File: config.mk
export PLATFORM = sky130hd
export DESIGN_NAME = switch_toggle_bank
export DESIGN_NICKNAME = d
export VERILOG_FILES = /design/src/rtl/switch_toggle_bank.sv
export SDC_FILE = /design/constraint.sdc
export NUM_CORES = 1
export LEC_CHECK = 0
export BUFFER_PORTS_ARGS = -buffer_cell sky130_fd_sc_hd__buf_2
export CORE_MARGIN = 8
export CORE_UTILIZATION = 31
export CTS_BUF_LIST = sky130_fd_sc_hd__clkbuf_2
export DETAILED_ROUTE_END_ITERATION = 10
export GPL_TIMING_DRIVEN = 0
export HOLD_SLACK_MARGIN = 0.12
export PLACE_DENSITY_LB_ADDON = 0.08
export SYNTH_ARGS = -nofsm -noshare
export SYNTH_HDL_FRONTEND = slang
export SYNTH_SLANG_ARGS = --single-unit
export TNS_END_PERCENT = 100
File: constraint.sdc
create_clock -name clk -period 8.8 [get_ports clk]
set_input_delay 1.32 -clock clk [delete_from_list [all_inputs] [get_ports clk]]
set_output_delay 1.32 -clock clk [all_outputs]
set_load 0.05 [all_outputs]
File: src/rtl/switch_toggle_bank.sv
// Multi-channel switch debouncer and LED toggler: each active-low switch is
// synchronised, debounced and edge-detected, then drives one LED in a selectable mode.
module switch_toggle_bank #(
    parameter int NUM_CH          = 4,
    parameter int DEBOUNCE_CYCLES = 250000
) (
    input  logic                  clk,
    input  logic                  rst,
    input  logic [NUM_CH-1:0]     i_Switch,
    input  logic [2*NUM_CH-1:0]   i_Mode,
    input  logic                  i_Clear,
    output logic [NUM_CH-1:0]     o_LED,
    output logic [NUM_CH-1:0]     o_Press,
    output logic [NUM_CH-1:0]     o_Release
);

    localparam int CW = $clog2(DEBOUNCE_CYCLES + 1);
    localparam logic [CW-1:0] CNT_LAST = CW'(DEBOUNCE_CYCLES - 1);

    typedef enum logic [1:0] {
        MODE_TOGGLE_PRESS   = 2'b00,
        MODE_MOMENTARY      = 2'b01,
        MODE_TOGGLE_RELEASE = 2'b10,
        MODE_TOGGLE_BOTH    = 2'b11
    } mode_e;

    for (genvar c = 0; c < NUM_CH; c++) begin : g_ch
        logic          sync1;
        logic          s;
        logic          d;
        logic [CW-1:0] cnt;
        logic          accept;
        logic          led_q;
        logic          led_next;
        logic          press_q;
        logic          release_q;
        mode_e         mode;

        assign mode   = mode_e'(i_Mode[2*c +: 2]);
        // An event is accepted on the last cycle of an unbroken run of s != d.
        assign accept = (s != d) && (cnt == CNT_LAST);

        // NOTE: every variable written here gets a default first, so no latch can be inferred.
        always_comb begin
            led_next = led_q;
            case (mode)
                MODE_TOGGLE_PRESS:   if (accept && !s) led_next = ~led_q;
                MODE_MOMENTARY:      led_next = ~d;
                MODE_TOGGLE_RELEASE: if (accept && s)  led_next = ~led_q;
                MODE_TOGGLE_BOTH:    if (accept)       led_next = ~led_q;
                default:             led_next = led_q;
            endcase
            if (i_Clear) begin
                led_next = 1'b0;
            end
        end

        // NOTE: sequential state uses non-blocking assignments so every register
        // samples the pre-edge values of its neighbours.
        always_ff @(posedge clk or posedge rst) begin
            if (rst) begin
                sync1     <= 1'b1;
                s         <= 1'b1;
                d         <= 1'b1;
                cnt       <= '0;
                led_q     <= 1'b0;
                press_q   <= 1'b0;
                release_q <= 1'b0;
            end else begin
                sync1     <= i_Switch[c];
                s         <= sync1;
                press_q   <= accept && !s;
                release_q <= accept && s;
                led_q     <= led_next;
                if (s == d) begin
                    cnt <= '0;
                end else if (accept) begin
                    d   <= s;
                    cnt <= '0;
                end else begin
                    cnt <= cnt + 1'b1;
                end
            end
        end

        assign o_LED[c]     = led_q;
        assign o_Press[c]   = press_q;
        assign o_Release[c] = release_q;
    end

endmodule

* Word-level counts from Yosys, hierarchy flattened
Cells that the tools add are included.
** Cells by class
- Add/sub/neg operators :: 4
- Eq/ne operators :: 36
- Muxes and demuxes :: 28
- Bitwise gates (word level) :: 12
- Reduce and logical (&&, ||, !) cells :: 28
** Operators by type and width (count)
- $mux 18 :: 8
- $add 18x1->18 const B :: 4
- $eq 18x18->1 const B :: 4
- $ne 3x3->1 const B :: 12
- $eq 2x2->1 const B :: 8
- $mux 1 :: 16
- $pmux 1 s4 :: 4
- $logic_and 1x1->1 :: 12
- $not 1->1 :: 12
- $reduce_and 3->1 :: 4
- $eq 2x1->1 const B :: 4
- $logic_not 2->1 :: 4
- $reduce_and 2->1 :: 4
- $eq 1x1->1 :: 4
- $logic_not 1->1 :: 4
- $ne 1x1->1 :: 4
** Storage, ports and cells
- Register bits :: 96
- Input bits :: 15
- Output and inout port bits :: 12
- Logic and storage cells :: 136

* Logic depth before layout (Yosys ltp)
Gate-level depths: netlist (run 1).
- Depth in word-level cells :: 6
- Mapped depth :: 7
- Gate-level depth less buffers :: 5

* Worst setup path before layout (run 1)
No wires, ideal clock.
- Path type :: input to register
- Start point :: in i_Clear
- End point :: reg g_ch[1].led_q
- Setup time :: 0.124 ns
- Arrival :: 2.005 ns
- Data required time :: 8.676 ns
- Path slack :: 6.671 ns
- Stages on the path :: 4
- Buffers on the path :: 1
- Cell sequence :: buf_1 > nor2b_1 > o311a_1 > a211o_1
** Between the ends
- Longest elaborated chain between the ends :: 2
- Elaborated cells on any way between the ends :: 5
- Classes of those cells :: eq/ne (3); mux (1); reduce/logical (1)
** RTL lines
- from (decl) :: RTL line 11 : input logic i_Clear,
- $ne 3x3->1 (no source line)
- $reduce_and 3->1 (no source line)
- to (signal assigned) :: RTL line 74 : led_q <= led_next;
- to (decl) :: RTL line 33 : logic led_q;
Several ways; a longest one is shown, not always the timed one.
A chain may end at the register's enable or synchronous reset.

* Worst setup path after layout (run 1)
- Start point :: reg g_ch[3].led_q
- End point :: out o_LED[3]
** RTL lines
- from (decl) :: RTL line 33
- from (signal assigned) :: RTL line 74
- to (decl) :: RTL line 12 : output logic [NUM_CH-1:0] o_LED,
No word-level cell between the ends.

==> metrics.txt, run 1 <==
remaining antenna violation count after routing 0; vias ~3800; first-pass GRT wire length between 15000 and 20000 µm; top_reg_cell synth dfrtp_1; worst hold path type register to register; library cells used by synthesis 52; max cap viols 0; cell count after placement between 700 and 800; root buffer cell clkbuf_2; synthesis-to-finish area growth 10.9%; CP Data Arrival Time between 1 and 1.5 ns; HPWL Detailed ~7500 µm; die span in y approximately 140 µm; clk_lat worst skew roughly 0.6 ns; DIE AREA between 20000 and 25000 µm²; Final Util 34.8%; vias in the first global route about 3800; Sum Neg Setup Slack 0 ns; Final setup viols 0; num rows 46; Clock Sinks 96; Slew @ Worst Pin 0.775 ns; final std cells w/o fill roughly 760; Min Clock Period, post-route roughly 2.8 ns; Hold Worst Slack around 0.37 ns; Post-layout nets 559; CTS clk-pin slew, worst paths about 0.25 ns; Req. time, crit path roughly 7.5 ns; Max clock buf depth 2; leading area contributor after synthesis dfrtp_1; RSZ-0062 raised after global routing no; register area share after synthesis about half; Post-synth ARST share 100%; final hold violation count 0; Iter 0 DRT Violations 243; WL/cell around 14 µm; Post-Syn Instances 503; Post-CTS Setup Inserts 0; flops & latches, synth 96; First-pass DRT Iterations 4; Startpoint Class register; fin crit share about a third; Worst VDD drop between 0.06 and 0.07 mV; max frequency ~360 MHz; Detailed Route WL 10600 µm; share of Yosys cell area claimed by the top area cell type between 40 and 50%; vias per cell ~5.0; TritonCTS buffer count 9; critical path class register to output port; CTS H-tree lvls 3; Ys Warns 0; Clock Skew 0.0186 ns; initial core utilization about a third; die width around 140 µm; Area contributors post-synth dfrtp_1 (43%), dfstp_2 (6.4%), xnor2_1 (6.1%); DRC viols 0; GRT overflow 0; Core Area approximately 16000 µm²; Post-synth EDFFs 0; ANT cells 0; Lkg Pwr between 2 and 2.5 nW; Total GRT Usage around 11%; crit path max fanout 5; Mean Syn Cell Area approximately 9.8 µm²; syn nets 522; PwrDens roughly 140 nW/µm²; layout cells sized above 1 between 10% and 20%; Top Ports 27; status completed; PostCTS Resize Cnt 0; initial antenna violation count 0; Worst setup EP type output port; CTS tree yes; mapped cell area 4910 µm²; Routability Congestion approximately 0.78; cts-stage hold buffer count 0; Pins Over Slew Limit 0; worst relative slew slack between 40 and 50%; largest net degree at the start of global routing 68; number of port buffers 25
## per-layer routing
layer	track usage, %	wire length (µm)	share of wire (%)	up-vias
met5	0	0	0	-
met4	5.26	200	1.9	0
met3	2.35	299	2.8	12
met2	18.2	4890	46	37
met1	14.0	5160	49	1847
li1	-	-	-	1874
## metrics by stage
stage                     area (µm²)  setup slack (ns)  total power [mW]
final                           5440              6.00             0.738
after global routing            5440              5.90             0.776
after CTS                       5440              5.93             0.753
after detailed placement        5330              6.27             0.527
after global placement          5300              3.62             0.525
after floorplan                 4910              4.99             0.507
## placed cells by master (no fill, tap or decap), drive strengths merged, types with 3 or more instances in the layout
cell type   n
or4        12
dfrtp      84
nor3b       3
nand3      25
or2         4
nor2       64
xnor2      34
xor2       21
ha          4
mux2        4
or3        13
nor3       12
nand2      23
and3       13
a21oi      22
clkbuf     17
nand4      20
o41ai       3
o21ai      18
o32a        3
clkinv      6
dfstp      12
nor2b       5
inv        20
buf        45
and4        3
o31ai       9
nor4b       4
nor4bb      3
nor4       15
o311ai      4
## layout make-up
type                    count  area [µm²]
flip-flops and latches     96        2420
fillers                  1652       10200
well taps                 216         270
multi-input cells         360        2260
inverters                  20        77.6
clock inverters             7        62.6
plain buffers              27         155
clock buffers               9        45.0
repair buffers             26         153
## report_power, final
part           internal (mW)  leakage [nW]  switching [mW]
Sequential             0.452          1.29         0.00760
Clock                 0.0634        0.0728           0.157
Combinational         0.0204         0.843          0.0383
## synth_stat cells, drive strengths merged, types with 5 or more instances
cell,n
xnor2,34
nor4,15
dfstp,12
a21oi,22
clkbuf,8
nor2,64
nand2,23
nor2b,5
dfrtp,84
o21ai,18
or4,12
inv,20
xor2,21
o31ai,9
nand3,25
nand4,20
nor3,12
buf,19
or3,13
and3,13
## cells by family (layout without fill, tap and decap cells)
family | count (synthesis) | in the layout | synth area share, %
simple gates | 225 | 225 | 24.7
flops | 96 | 96 | 49.3
compound gates | 71 | 71 | 9.38
xor+xnor | 55 | 55 | 9.82
buf+inv | 47 | 89 | 4.69
mux | 5 | 5 | 1.12
fa+ha+maj | 4 | 4 | 1.02
## sequential cells by signal, indices dropped and copies added, names as in the netlist
register and cells:
g_ch.cnt 72, g_ch.d 4, g_ch.led_q 4, g_ch.press_q 4, g_ch.release_q 4, g_ch.s 4, g_ch.sync1 4
## path summary, 6_finish.rpt
path                       slack, ns                 startpoint                   endpoint  cells past startpoint
max                             6.00  g_ch[3].led_q$_DFFE_PP0P_                   o_LED[3]                      2
min                             0.37    g_ch[1].sync1$_DFF_PP1_        g_ch[1].s$_DFF_PP1_                      0
max reg2reg                     6.43  g_ch[1].cnt[11]$_DFF_PP0_   g_ch[1].cnt[8]$_DFF_PP0_                      5
min reg2reg                     0.37    g_ch[1].sync1$_DFF_PP1_        g_ch[1].s$_DFF_PP1_                      0
max in group asynchronous       7.40                        rst      g_ch[0].d$_DFFE_PP1P_                      3
min in group asynchronous       0.68                        rst  g_ch[1].cnt[15]$_DFF_PP0_                      2
## critical path, stage by stage, from the launching register on
cell     delay (ns)
dfrtp_1        0.48
buf_4          0.15
buf_2          0.26
(Power assumes the default switching activity.)
==> run 2, diff against run 1 <==
ABC_AREA = 1   (was default)
clock period = 2.4 ns   (was 8.8 ns; I/O delays follow)
==> run 2 against run 1 <==
Compared with the run above: core utilization up 1.2 points; die area up 7.7%; worst setup slack worse by 5.8 ns; area after synthesis up 8.7%; critical path type is now register to register; highest routed layer unchanged.
==> metrics.txt, run 2 <==
critical path, cell by cell ha_1 -> nand3_1 -> nor2_1 -> nand3_2 -> nor2_1 -> nor2_1 -> nand3_1 -> nand2_1 -> dlygate4sd3_1 -> nand2_1; Top Ports 27; PwrDens 469 nW/µm²; worst hold path type input port to register; CP Data Arrival Time 2.76 ns; WP buf/inv 1; crit path max fanout 6; initial core utilization between 30% and 40%; status completed; first-pass GRT wire length around 21000 µm; grt met1 use roughly 15%; post-synthesis xor/xnor area fraction between 4 and 5%; Pwr Total roughly 2.9 mW; Area contributors post-synth dfrtp_1 (39%), nand2_1 (10%), nor2_1 (8.9%); GR Layer Usage met3 between 2 and 2.5%; number of port buffers 26; Post-synth EDFFs 0; HPWL Detailed 8990 µm; Req. time, crit path 2.97 ns; Detailed Route WL 12000 µm; most common cell in the netlist nand2_1; share of Yosys cell area claimed by the top area cell type roughly 40%; Worst VDD drop between 0.2 and 0.3 mV; register area share after synthesis ~45%; Min Clock Period, post-route about 2.2 ns; Post-Synth Simple-Gate Area between 30% and 40%; Post-layout nets roughly 760; DIE AREA between 20000 and 25000 µm²; mapped cell area about 5300 µm²; commonest non-fill, non-tap cell in the layout nand2_1; grt peak-use layer met2; syn nets between 700 and 800; top_reg_cell synth dfrtp_1; DRC viols 0; Worst setup EP type register; library cells used by synthesis 36; die width 147 µm; Total GRT Usage 11.7%; pre-CTS setup slack ~0.64 ns; worst relative slew slack 63.9%; final hold violation count 0; most frequent cells in the layout nand2_1 (147), nor2_1 (126), dfrtp_1 (83); remaining antenna violation count after routing 0; Core Area 17100 µm²; Worst path slowest cell dlygate4sd3_1; synthesis-to-finish area growth 14.9%; cell family with most CP delay simple AND/OR/NAND/NOR gates; fin crit share 91.2%; Final setup viols 0; Pins Over Slew Limit 0; Post-Syn Instances about 690; max FFs per register 72; die span in y roughly 150 µm; Routability Congestion 0.798; leading area contributor after synthesis dfrtp_1; vias 4424; RSZ-0062 raised after global routing no; GRT overflow 0; Max clock buf depth 2; WL/cell approximately 12 µm; Mean Syn Cell Area around 7.8 µm²; mux cell area share after synthesis 0%; met2 usage a little under a fifth; Sum Neg Setup Slack 0 ns; Clock Skew slightly below 0.03 ns; Iter 0 DRT Violations approximately 240; CTS clk-pin slew, worst paths 0.27 ns; most used cell, CP nor2_1; max frequency around 460 MHz; Biggest register g_ch.cnt; cell count after placement ~940; layout cells sized above 1 16.4%; final std cells w/o fill 975; Clock Sinks 96; delay of the slowest cell on the worst path 0.55 ns; critical path class register to register; top post-synthesis cells by count nand2_1 (147), nor2_1 (126), dfrtp_1 (84); CTS tree yes; Lkg Pwr ~2.9 nW; Ys Warns 0; largest net degree at the start of global routing 40; vias in the first global route ~4400; Startpoint Class register; flops & latches, synth between 90 and 100; initial antenna violation count 1; compound-gate portion of the synthesized area about 6.1%; Hold Worst Slack 0.187 ns; largest family of logic cells by synthesized area simple AND/OR/NAND/NOR gates; num rows 48; adder-cell share of the synthesized area 0.938%; max cap viols 0; TritonCTS buffer count 9; CTS H-tree lvls 3; Worst Slack Setup Final 0.212 ns; Slew @ Worst Pin approximately 0.54 ns; vias per cell 4.54; First-pass DRT Iterations 4; root buffer cell clkbuf_2; clk_lat worst skew approximately 0.60 ns; Post-synth ARST share 100%
-- run 2: cell count changes after synthesis, moves of 8 or more --
cell / previous run / this run
nand2_1: 23 / 147
nor2_1: 64 / 126
inv_1: 20 / 80
xnor2_1: 34 / 4
and3_1: 13 / 0
nor3_1: 12 / 24
nor4_1: 15 / 3
or4_1: 12 / 0
or3_1: 11 / 0
inv_2: 0 / 9
nand3_1: 25 / 34
nand3_2: 0 / 9
o31ai_1: 9 / 0
nor2_2: 0 / 8
-- run 2: worst min-delay path: stages --
cell and delay, ns:
buf_2 0.07, inv_1 0.05, nand4_1 0.11, nand4_1 0.10
nand2_1 0.07
-- run 2: path summary, 6_finish.rpt --
check / cells after the start / endpoint / start / slack [ns]
hold / removal: 5 / g_ch[1].led_q$_DFFE_PP0P_ / i_Mode[3] / 0.19
setup reg to reg: 10 / g_ch[3].led_q$_DFFE_PP0P_ / g_ch[3].cnt[0]$_DFF_PP0_ / 0.21
max in group asynchronous: 5 / g_ch[3].s$_DFF_PP1_ / rst / 1.21
hold reg to reg: 0 / g_ch[3].s$_DFF_PP1_ / g_ch[3].sync1$_DFF_PP1_ / 0.36
setup / recovery: 10 / g_ch[3].led_q$_DFFE_PP0P_ / g_ch[3].cnt[0]$_DFF_PP0_ / 0.21
min in group asynchronous: 3 / g_ch[1].cnt[16]$_DFF_PP0_ / rst / 0.32
-- run 2: layout make-up --
| type | instances | area [µm²] |
|---|---|---|
| Tap cell | 225 | 282 |
| Clock inverter | 6 | 91.3 |
| Fill cell | 1812 | 10900 |
| Antenna cell | 2 | 5.00 |
| Buffer | 12 | 90.1 |
| Inverter | 90 | 344 |
| Timing Repair Buffer | 47 | 360 |
| Multi-Input combinational cell | 487 | 2490 |
| Clock buffer | 10 | 50.0 |
| Sequential cell | 96 | 2420 |
-- run 2: repair_timing --
item	CTS	global route
buffers inserted	0	0
gates resized for setup	0	1
hold buffers	19	0
endpoints found under the hold margin	37	0
endpoints found under the setup margin	0	1
-- run 2: stage by stage --
step                utilization, %  area, µm²
finish                        35.9       6130
global route                  35.9       6130
CTS                           35.9       6120
detailed placement            34.0       5790
global placement              33.7       5750
floorplan                        -       5340
-- run 2: kinds of logic (layout without fill, tap and decap cells) --
group / count (synthesis) / count (layout)
other: 0 / 2
DFF: 96 / 96
AOI/OAI and AO/OA: 59 / 59
adders and majority gates: 4 / 4
xor gates and xnor gates: 25 / 25
and+or+nand+nor: 399 / 399
buffers and inverters: 102 / 165
-- run 2: per-layer routing --
layer	wire length, µm	vias to the layer above
li1	-	2298
met1	5870	2074
met2	5540	38
met3	387	14
met4	204	0
met5	0	-
-- run 2: where the power goes --
group | switching [mW] | leakage (nW) | internal [mW]
sequential | 0.0344 | 1.28 | 1.66
combinational | 0.152 | 1.52 | 0.0904
clock | 0.584 | 0.0869 | 0.357
total | 0.771 | 2.89 | 2.11
==> run 3, diff against run 2 <==
REMOVE_ABC_BUFFERS = 1   (was default)
SLEW_MARGIN = 10   (was default)
==> run 3 against run 2 <==
Compared with the run above: count of clock-buffer cells in the layout unchanged; critical path type unchanged; first-iteration DRC count increased by 25%; combinational power decreased by 2%; worst setup slack got worse by 0.035 ns; total power decreased by 1.2%; core utilization decreased by 0.35 points; non-clock buffer count decreased by 8; die area unchanged.
==> metrics.txt, run 3 (synthesis results as in run 2) <==
status completed; CTS H-tree lvls 3; Net Sw Frac between 20% and 30%; TritonCTS buffer count 9; layout cells sized above 1 between 10 and 15%; Slew @ Worst Pin 0.438 ns; Core Area ~17000 µm²; die span in y between 100 and 150 µm; vias between 4000 and 5000; CP Data Arrival Time ~2.8 ns; PwrDens roughly 470 nW/µm²; CTS clk-pin slew, worst paths roughly 0.26 ns; crit path max fanout 6; r2r worst-path depth 10; Pwr Total around 2.8 mW; combinational power share under 10%; max FFs per register 72; Post-CTS Setup Inserts 0; vias per cell around 4.6; worst hold path type input port to register; Top Ports 27; Max clock buf depth 2; delay of the slowest cell on the worst path approximately 0.56 ns; Req. time, crit path about 3 ns; remaining antenna violation count after routing 0; pre-CTS setup slack 0.662 ns; WL/cell around 12 µm; worst hold path startpoint i_Switch[2]; Worst Slack Setup Final around 0.18 ns; Worst path slowest cell dlygate4sd3_1; max frequency roughly 450 MHz; final hold violation count 0; DRC viols 0; worst relative slew slack between 70% and 80%; Clock Skew 0.0414 ns; Worst setup EP type register; share of power burned in registers between 50% and 60%; HPWL Detailed 8560 µm; root buffer cell clkbuf_2; fin crit share around 93%; most used cell, CP nor2_1; critical path class register to register; most frequent cells in the layout nand2_1 (147), nor2_1 (126), dfrtp_1 (82); vias in the first global route 4235; Final setup viols 0; crit path from g_ch[3].cnt[0]$_DFF_PP0_; initial core utilization around 31%; Pins Over Slew Limit 0; Worst Setup EP g_ch[3].led_q$_DFFE_PP0P_; Int Pwr 2.09 mW; Startpoint Class register; clk_lat worst skew just over 0.6 ns; first-pass GRT wire length between 20000 and 25000 µm; initial antenna violation count 1; number of port buffers 26; num rows 48; critical path, cell by cell ha_1 -> nand3_1 -> nor2_1 -> nand3_2 -> nor2_1 -> nor2_1 -> nand3_1 -> nand2_1 -> dlygate4sd3_1 -> nand2_1; cell count after placement a little over 900; Clock Sinks 96; R2R Setup Slk between 0.15 and 0.2 ns; Psw 757 µW; RSZ-0062 raised after global routing no; Worst VDD drop a little under 0.2 mV; Detailed Route WL 11800 µm; GRT overflow 0; Post-layout nets approximately 750; Total GRT Usage between 10% and 20%; Iter 0 DRT Violations roughly 300; Routability Congestion ~0.78; synthesis-to-finish area growth 13.7%; R2R Path Start g_ch[3].cnt[0]$_DFF_PP0_; largest net degree at the start of global routing 84; CTS tree yes; max cap viols 0; Clk network pwr share 32.1%; Reg2Reg Capture Point g_ch[3].led_q$_DFFE_PP0P_; final std cells w/o fill ~970; Min Clock Period, post-route around 2.2 ns; Lkg Pwr ~2.8 nW; First-pass DRT Iterations 4; commonest non-fill, non-tap cell in the layout nand2_1; DIE AREA approximately 22000 µm²; die width around 150 µm; Biggest register g_ch.cnt
==> run 3: worst min-delay path by stage <==
stage	to	depth (start not counted)
final	g_ch[2].sync1$_DFF_PP1_	2
after global routing	g_ch[2].sync1$_DFF_PP1_	2
after CTS	g_ch[3].sync1$_DFF_PP1_	2
after detailed placement	g_ch[1].led_q$_DFFE_PP0P_	2
after global placement	g_ch[1].s$_DFF_PP1_	0
after floorplan	g_ch[0].s$_DFF_PP1_	0
==> run 3: final cells by class <==
| cell class | instances | area, µm² |
|---|---|---|
| Timing Repair Buffer | 51 | 398 |
| Tap cell | 225 | 282 |
| Inverter | 90 | 345 |
| Clock buffer | 10 | 50.0 |
| Antenna cell | 1 | 2.50 |
| Multi-Input combinational cell | 487 | 2490 |
| Clock inverter | 6 | 83.8 |
| Fill cell | 1828 | 11000 |
| Sequential cell | 96 | 2420 |
==> run 3: metal layers <==
metal | share of wire [%] | routed length (µm) | track usage (%)
met5 | 0 | 0 | 0
met4 | 1.2 | 136 | 2.91
met3 | 3.5 | 414 | 3.32
met2 | 46 | 5480 | 18.2
met1 | 49 | 5770 | 14.9
==> run 3: per-stage QoR <==
step	instance area, µm²	utilization, %	setup TNS [ns]	hold WS (ns)
3_3_place_gp	5660	33.2	-169.62	0.348
2_1_floorplan	5250	-	-37.42	0.345
3_5_place_dp	5690	33.4	0	0.289
5_1_grt	6070	35.6	0	0.247
6_report	6070	35.6	0	0.356
4_1_cts	6060	35.6	0	0.268
==> run 3: timing repair <==
action,CTS,global route
gates resized for setup,0,2
endpoints found under the hold margin,95,0
setup endpoints to repair,0,2
hold buffers,24,0
==> run 3: worst max-delay path: cells and delay by family, from the launching register on <==
kind | cells | cell delay [ns]
simple gates | 8 | 0.92
fa+ha+maj | 1 | 0.21
buf+inv | 1 | 0.56
flops | 1 | 0.49
==> run 3: power groups by stage <==
| stage | Combinational, mW | Sequential, mW | Clock [mW] |
|---|---|---|---|
| after floorplan | 0.114 | 1.74 | 0 |
| after global placement | 0.201 | 1.72 | 0 |
| after detailed placement | 0.210 | 1.72 | 0 |
| after CTS | 0.243 | 1.70 | 0.979 |
| after global routing | 0.268 | 1.70 | 1.04 |
| final | 0.237 | 1.69 | 0.913 |
